--- src/rtl/prince_round_ctrl.sv ---
// -----------------------------------------------------------------------------
// prince_round_ctrl
//
// Round sequencer for the first-order masked PRINCE core. It drives only the
// enable, select and index lines of the datapath: state register, pipelined
// masked S-box stages and output register. It never sees share data.
//
// A run is LOAD (whitened plaintext into the state register), then NUM_ROUNDS
// S-box layers of SBOX_LAT cycles each, then FINAL (output register capture),
// then DONE until the consumer accepts the result.
//
// Ports
//   i_clk        clock, rising edge
//   i_rst        asynchronous active-high reset
//   i_start      start request, sampled only in IDLE
//   i_out_ready  consumer accepts result, sampled only in DONE
//   o_in_ready   high in IDLE only
//   o_load_sel   state mux: 1 = plaintext shares ^ whitening key, 0 = round out
//   o_state_en   state register enable
//   o_sbox_en    per-stage S-box register enables, bit i = stage i
//   o_rnd_en     fresh randomness request, high with any S-box stage enable
//   o_rc_idx     round constant index
//   o_inv_sel    0 = forward round structure, 1 = inverse
//   o_mid_sel    last forward round, selects M' instead of M
//   o_out_en     output register enable
//   o_out_valid  result available
//
// State | meaning
// ------+-----------------------------------------------------------
// IDLE  | waiting for i_start, o_in_ready high
// LOAD  | one cycle, state register takes plaintext ^ whitening key
// ROUND | r = round 0..NUM_ROUNDS-1, s = S-box stage 0..SBOX_LAT-1
// FINAL | one cycle, output register captures the result
// DONE  | o_out_valid held until i_out_ready
// -----------------------------------------------------------------------------
module prince_round_ctrl #(
  parameter int NUM_ROUNDS = 12,
  parameter int SBOX_LAT   = 2,
  parameter int RCW        = $clog2(NUM_ROUNDS + 2)
) (
  input  logic                i_clk,
  input  logic                i_rst,
  input  logic                i_start,
  output logic                o_in_ready,
  output logic                o_load_sel,
  output logic                o_state_en,
  output logic [SBOX_LAT-1:0] o_sbox_en,
  output logic                o_rnd_en,
  output logic [RCW-1:0]      o_rc_idx,
  output logic                o_inv_sel,
  output logic                o_mid_sel,
  output logic                o_out_en,
  output logic                o_out_valid,
  input  logic                i_out_ready
);

  localparam int RW = (NUM_ROUNDS > 1) ? $clog2(NUM_ROUNDS) : 1;
  localparam int SW = (SBOX_LAT > 1) ? $clog2(SBOX_LAT) : 1;

  localparam logic [RW-1:0]  R_LAST = RW'(NUM_ROUNDS - 1);
  localparam logic [RW-1:0]  R_MID  = RW'(NUM_ROUNDS / 2 - 1);
  localparam logic [RW-1:0]  R_HALF = RW'(NUM_ROUNDS / 2);
  localparam logic [SW-1:0]  S_LAST = SW'(SBOX_LAT - 1);
  localparam logic [RCW-1:0] RC_FIN = RCW'(NUM_ROUNDS + 1);

  typedef enum logic [2:0] {
    ST_IDLE,
    ST_LOAD,
    ST_ROUND,
    ST_FINAL,
    ST_DONE
  } state_t;

  state_t        r_state;
  state_t        w_state_nxt;
  logic [RW-1:0] r_rnd;
  logic [RW-1:0] w_rnd_nxt;
  logic [SW-1:0] r_sub;
  logic [SW-1:0] w_sub_nxt;

  logic                w_in_ready;
  logic                w_load_sel;
  logic                w_state_en;
  logic [SBOX_LAT-1:0] w_sbox_en;
  logic                w_rnd_en;
  logic [RCW-1:0]      w_rc_idx;
  logic                w_inv_sel;
  logic                w_mid_sel;
  logic                w_out_en;
  logic                w_out_valid;

  // Next state and counters.
  always_comb begin
    w_state_nxt = r_state;
    w_rnd_nxt   = r_rnd;
    w_sub_nxt   = r_sub;
    case (r_state)
      ST_IDLE: begin
        if (i_start) begin
          w_state_nxt = ST_LOAD;
          w_rnd_nxt   = '0;
          w_sub_nxt   = '0;
        end
      end
      ST_LOAD: begin
        w_state_nxt = ST_ROUND;
        w_rnd_nxt   = '0;
        w_sub_nxt   = '0;
      end
      ST_ROUND: begin
        if (r_sub == S_LAST) begin
          w_sub_nxt = '0;
          if (r_rnd == R_LAST) begin
            w_state_nxt = ST_FINAL;
            w_rnd_nxt   = '0;
          end else begin
            w_rnd_nxt = r_rnd + 1'b1;
          end
        end else begin
          w_sub_nxt = r_sub + 1'b1;
        end
      end
      ST_FINAL: begin
        w_state_nxt = ST_DONE;
      end
      ST_DONE: begin
        if (i_out_ready) begin
          w_state_nxt = ST_IDLE;
        end
      end
      default: begin
        w_state_nxt = ST_IDLE;
        w_rnd_nxt   = '0;
        w_sub_nxt   = '0;
      end
    endcase
  end

  // Outputs are decoded from the next state/counters and registered, so each
  // output register holds exactly the Moore decode of the current state with
  // no combinational path from the inputs.
  always_comb begin
    w_in_ready  = 1'b0;
    w_load_sel  = 1'b0;
    w_state_en  = 1'b0;
    w_sbox_en   = '0;
    w_rnd_en    = 1'b0;
    w_rc_idx    = '0;
    w_inv_sel   = 1'b0;
    w_mid_sel   = 1'b0;
    w_out_en    = 1'b0;
    w_out_valid = 1'b0;
    case (w_state_nxt)
      ST_IDLE: begin
        w_in_ready = 1'b1;
      end
      ST_LOAD: begin
        w_load_sel = 1'b1;
        w_state_en = 1'b1;
      end
      ST_ROUND: begin
        // One-hot stage enable walks through the S-box pipeline; the state
        // register only captures once the last stage has been filled.
        w_sbox_en  = SBOX_LAT'(1) << w_sub_nxt;
        w_rnd_en   = 1'b1;
        w_rc_idx   = RCW'(w_rnd_nxt) + RCW'(1);
        w_inv_sel  = (w_rnd_nxt >= R_HALF);
        w_mid_sel  = (w_rnd_nxt == R_MID);
        w_state_en = (w_sub_nxt == S_LAST);
      end
      ST_FINAL: begin
        w_out_en  = 1'b1;
        w_rc_idx  = RC_FIN;
        w_inv_sel = 1'b1;
      end
      ST_DONE: begin
        w_out_valid = 1'b1;
      end
      default: begin
        w_in_ready = 1'b0;
      end
    endcase
  end

  always_ff @(posedge i_clk or posedge i_rst) begin
    if (i_rst) begin
      r_state     <= ST_IDLE;
      r_rnd       <= '0;
      r_sub       <= '0;
      o_in_ready  <= 1'b1;
      o_load_sel  <= 1'b0;
      o_state_en  <= 1'b0;
      o_sbox_en   <= '0;
      o_rnd_en    <= 1'b0;
      o_rc_idx    <= '0;
      o_inv_sel   <= 1'b0;
      o_mid_sel   <= 1'b0;
      o_out_en    <= 1'b0;
      o_out_valid <= 1'b0;
    end else begin
      r_state     <= w_state_nxt;
      r_rnd       <= w_rnd_nxt;
      r_sub       <= w_sub_nxt;
      o_in_ready  <= w_in_ready;
      o_load_sel  <= w_load_sel;
      o_state_en  <= w_state_en;
      o_sbox_en   <= w_sbox_en;
      o_rnd_en    <= w_rnd_en;
      o_rc_idx    <= w_rc_idx;
      o_inv_sel   <= w_inv_sel;
      o_mid_sel   <= w_mid_sel;
      o_out_en    <= w_out_en;
      o_out_valid <= w_out_valid;
    end
  end

endmodule

--- config.mk ---
export PLATFORM = sky130hd
export DESIGN_NAME = prince_round_ctrl
export DESIGN_NICKNAME = d
export VERILOG_FILES = /design/src/rtl/prince_round_ctrl.sv
export SDC_FILE = /design/constraint.sdc
export NUM_CORES = 1
export LEC_CHECK = 0
export ABC_AREA = 1
export CAP_MARGIN = 10
export CORE_MARGIN = 10
export CORE_UTILIZATION = 43
export DETAILED_ROUTE_END_ITERATION = 12
export GPL_TIMING_DRIVEN = 1
export PLACE_DENSITY = 0.78
export SLEW_MARGIN = 20
export SYNTH_ARGS = -nofsm -noshare
export SYNTH_HDL_FRONTEND = slang
export SYNTH_SLANG_ARGS = --single-unit
--- constraint.sdc ---
create_clock -name i_clk -period 1.9 [get_ports i_clk]
set_input_delay 0.57 -clock i_clk [delete_from_list [all_inputs] [get_ports i_clk]]
set_output_delay 0.57 -clock i_clk [all_outputs]
set_load 0.02 [all_outputs]
# --- Word level (Yosys, flattened, before mapping) ---
# Cells that the tools add are included.
classes:
  add_sub_neg: 3
  n_lt_le_gt_ge: 1
  n_eq_ne: 10
  shift: 1
  n_mux: 22
  n_reduce_logical: 3
op_table:
  columns: ["cell", "n"]
  rows:
  - ["case mux 3 bit (5 select lines)", 1]
  - ["equality test 3 x 2 -> 1 bit (second input constant)", 4]
  - ["two-way mux 3 bit", 4]
  - ["two-way mux 4 bit", 3]
  - ["case mux 4 bit (3 select lines)", 1]
  - ["adder 4 x 1 -> 4 bit (second input constant)", 2]
  - ["two-way mux 1 bit", 8]
  - ["case mux 4 bit (2 select lines)", 1]
  - ["equality test 3 x 1 -> 1 bit (second input constant)", 2]
  - ["equality test 3 bit (second input constant)", 2]
  - ["zero test 3 bit", 2]
  - ["equality test 4 x 3 -> 1 bit (second input constant)", 1]
  - ["equality test 4 bit (second input constant)", 1]
  - [">= comparator 4 x 3 -> 1 bit (second input constant)", 1]
  - ["case mux 1 bit (2 select lines)", 2]
  - ["case mux 1 bit (3 select lines)", 1]
  - ["two-way mux 2 bit", 1]
  - ["OR reduction 2 bit", 1]
  - ["<< shifter 1 x 1 -> 2 bit (first input constant)", 1]
  - ["adder 1 bit (second input constant)", 1]
word_totals:
  regBits: 22
  in_bits: 4
  out_inout_bits: 14

# --- Logic depth before layout (Yosys ltp) ---
logic_depth:
  depth_word: 6
  depth_mapped: 11
  ltp_nobuf: 11

# --- Worst setup path before layout ---
# No wires, ideal clock.
synth_timing:
  path_type: "in2reg"
  from: "in i_start"
  to: "reg o_rc_idx[2]"
  arrival_time_ns: 1.448
  slack_ns: 0.329
  stages: 9
  path_buffers: 0
  cell_sequence: "inv_1 -> nand3_1 -> nand3_1 -> nand2_2 -> inv_2 -> ha_1 -> a21oi_1 -> o21ai_0 -> nand2_1"
synth_between:
  elab_chain_cells: 4
  word_cells_on_any_way: 8
  cone_classes: "add/sub (1); eq/ne (2); mux (5)"
synth_lines:
  columns: ["item", "line", "source"]
  rows:
  - ["start: declaration", "43", "input logic i_start,"]
  - ["two-way mux 4 bit", "99", "if (i_start) begin"]
  - ["case mux 4 bit (3 select lines)", "97", "case (r_state)"]
  - ["named net w_rnd_nxt[0]", "77", "logic [RW-1:0] w_rnd_nxt;"]
  - ["adder 4 x 1 -> 4 bit", "166", "w_rc_idx = RCW'(w_rnd_nxt) + RCW'(1);"]
  - ["case mux 4 bit (2 select lines)", "153", "case (w_state_nxt)"]
  - ["named net w_rc_idx[2]", "86", "logic [RCW-1:0] w_rc_idx;"]
  - ["end signal: assignment", "209", "o_rc_idx <= w_rc_idx;"]
  - ["end: declaration", "49", "output logic [RCW-1:0] o_rc_idx,"]
# The timed path passes the listed nets, and every way through them passes these cells.

# --- Final worst setup path ---
layout_timing:
  from: "reg o_rnd_en"
  to: "out o_rnd_en"
layout_rtl:
  columns: ["item", "line", "source"]
  rows:
  - ["start: declaration", "48", "output logic o_rnd_en,"]
  - ["start signal: assignment", "208", "o_rnd_en <= w_rnd_en;"]
# No word-level cell between the ends.

==> qor.yml <==
post-dp-hpwl_microns: 1841
cpPeakStageDelay_ns: 0.61
cts_buffers: 3
worstHoldPathType: "input port to asynchronous set/reset pin"
antenna_found_initial: 0
clock_latency_ns: 0.31
timing.fmax_ghz: 0.5445
core_region_area_sq_mm: 0.002455
dp_cells: 174
powerDensity_mw_per_mm2: 1455
dpl_worst_slack_ns: -0.1359
instances_no_fill: 178
maxCapViolCount: 0
rows: 18
synthFlopType: "dfrtp_1"
worstMarginPinSlew_ns: 0.2707
ys_ff_latch: 22
syn_nets: 129
avgSynthCellArea_sq_um: 9.110
initial_core_util_pct: 44.90
crit_chain: "clkdlybuf4s50_1"
outcome: "finished clean"
viasPerCell: 4.978
nFillCells: 199
htreeDepth: 1
synth_cells: 121
cts_tree: "done"
cts_max_path_buffers: 2
busiest_layer: "met2"
drtPass1Iterations: 5
crit_required_ns: 1.33
reg2reg_depth: 8
drt-wirelength-per-cell_microns: 13.00
ff2ff_setup_slack_ns: 0.27
chipWidth_microns: 70.63
r2r_end: "o_rc_idx[2]"
grt_use_total_pct: 9.535
finalCriticalPeriod_ns: 1.836
cts_setup_buffers: 0
grt_max_degree: 23
grt_pass1_wl_microns: 3946
antenna_cells: 0
grt_pass1_vias: 864
synth_edf_count: 0
critPathTopFamily: "buffers and inverters"
maxSlewViolCount: 0
ios: 18
gr-usage-met1_pct: 10.07
ir_worst_vdd_mv: 0.9395
detail-route-antenna-nets: 0
crit_path_end_kind: "output pin"
via_count: 886
worst_clock_skew_ns: 0.006863
mostFrequentLayoutCells: "22 x nand2_1, 21 x dfrtp_1, 15 x clkdlybuf4s50_1"
die_area_sq_mm: 0.004989
cts_sinks: 22
yosys_warnings: 0
wl_microns: 2314
power.leakage_nw: 0.7205
layout_commonest_cell: "nand2_1"
netlist_area_sq_mm: 0.001102
worstSetupStartpointType: "flip-flop"
setup_ws_ns: 0.06361
critPathKind: "flip-flop to output pin"
grt-ovfl-total: 0
async_flop_share_pct: 100.0
max_slew_margin_pct: 81.96
dr.first_iter.drc_count: 14
regToRegStartpoint: "r_rnd[0]"
cp.depth: 1
gp_congestion: 0.9300
arrival_ns: 1.27
area_growth_pct: 26.33
placement.io_buffers: 17
drive_above_1_share_pct: 26.35
rsz0062_at_grt: "no"
use_met3_pct: 1.953
critPathMaxFanout: 1
fin_nets: 157
route.detailed.drc: 0
setup_viol: 0
hold_violations: 0
synth_cell_types: 23
use_met2_pct: 17.56
slowest_stage: "clkdlybuf4s50_1"
yosysSeqAreaShare_pct: 50.06
clock-root-buffer: "clkbuf_4"
die_y_microns: 70.63
finalCritPeriodShare_pct: 96.65
critPathBufInv: 1
clkTransAtPathRegs_ns: 0.12
-- synth_stat cells, types with 2 or more instances --
| master | n | area share (%) |
|---|---|---|
| inv_1 | 14 | 4.8 |
| nand2_2 | 8 | 4.5 |
| nand3_1 | 14 | 6.4 |
| a21oi_1 | 3 | 1.4 |
| nand2_1 | 22 | 7.5 |
| dfrtp_1 | 21 | 48 |
| ha_1 | 4 | 4.5 |
| nor2_1 | 8 | 2.7 |
| inv_2 | 5 | 1.7 |
| nor2_2 | 5 | 2.8 |
| nor2_4 | 2 | 2.0 |
| nand3_2 | 2 | 1.8 |
| nand4_1 | 2 | 1.1 |
| o21ai_0 | 2 | 0.91 |
-- metal layers --
metal  up-vias  wire (microns)
li1        437               -
met1       423             915
met2        22            1242
met3         4             111
met4         0              45
met5         -               0
-- where the power goes --
| group | total, mW | leakage [nW] | switching, mW | internal [mW] |
|---|---|---|---|---|
| combinational | 1.07 | 0.409 | 0.668 | 0.405 |
| sequential | 0.701 | 0.290 | 0.0926 | 0.609 |
| clock | 0.252 | 0.0210 | 0.135 | 0.117 |
-- worst max-delay path by stage --
| stage | from | end | slack (ns) |
|---|---|---|---|
| floorplan | i_start | o_rc_idx[2] | 0.33 |
| detailed placement | i_start | o_rc_idx[2] | -0.14 |
| global placement | i_start | o_rc_idx[2] | -0.08 |
| global route | o_rnd_en | o_rnd_en | 0.01 |
| finish | o_rnd_en | o_rnd_en | 0.06 |
| CTS | o_rc_idx[0] | o_rc_idx[0] | 0.05 |
-- layout make-up --
type	instances	area, sq um	area share, %
clock buffer	4	36.28	2.606
inverter	20	77.57	5.571
multi-input combinational	79	473.0	33.96
sequential	22	551.8	39.62
tap	30	37.54	2.695
timing repair buffer	23	216.5	15.54
-- repair_timing --
action | 4_1_cts | 5_1_grt
hold buffers | 0 | 0
gates resized for setup | 1 | 1
endpoints found under the setup margin | 1 | 1
pin swaps | 0 | 0
-- worst register-to-register path, stage by stage, from the launching register on --
cell and delay (ns):
dfrtp_1 0.43, ha_1 0.30, nand2_1 0.06, nand2_1 0.05
nand2_1 0.07, nand3_2 0.15, ha_1 0.23, o21ai_0 0.18
nand2_1 0.06
-- through the flow --
stage                     hold slack (ns)  cell area (sq um)  setup TNS [ns]  power [mW]  utilization, %
after floorplan                    0.5585               1102               0       1.429               -
after global placement             0.6110               1355         -0.1121       1.759           55.20
after detailed placement           0.6297               1355         -0.2280       1.794           55.20
after CTS                          0.6024               1390               0       2.046           56.63
after global routing               0.6695               1393               0       2.174           56.73
final                              0.5964               1393               0       2.026           56.73
-- sequential cells by signal, indices dropped and copies added, names as in the netlist, 2 cells and up --
name / flops
o_sbox_en: 2
o_rc_idx: 4
r_rnd: 4
r_state: 3
-- kinds of logic after synthesis --
logic type / Yosys count / share of synthesized area, %
and+or+nand+nor: 66 / 32.01
DFF: 22 / 50.06
buffers and inverters: 20 / 7.038
AOI/OAI and AO/OA: 9 / 6.357
adders and majority gates: 4 / 4.540
Note: power is estimated with default switching activity, not from simulation.
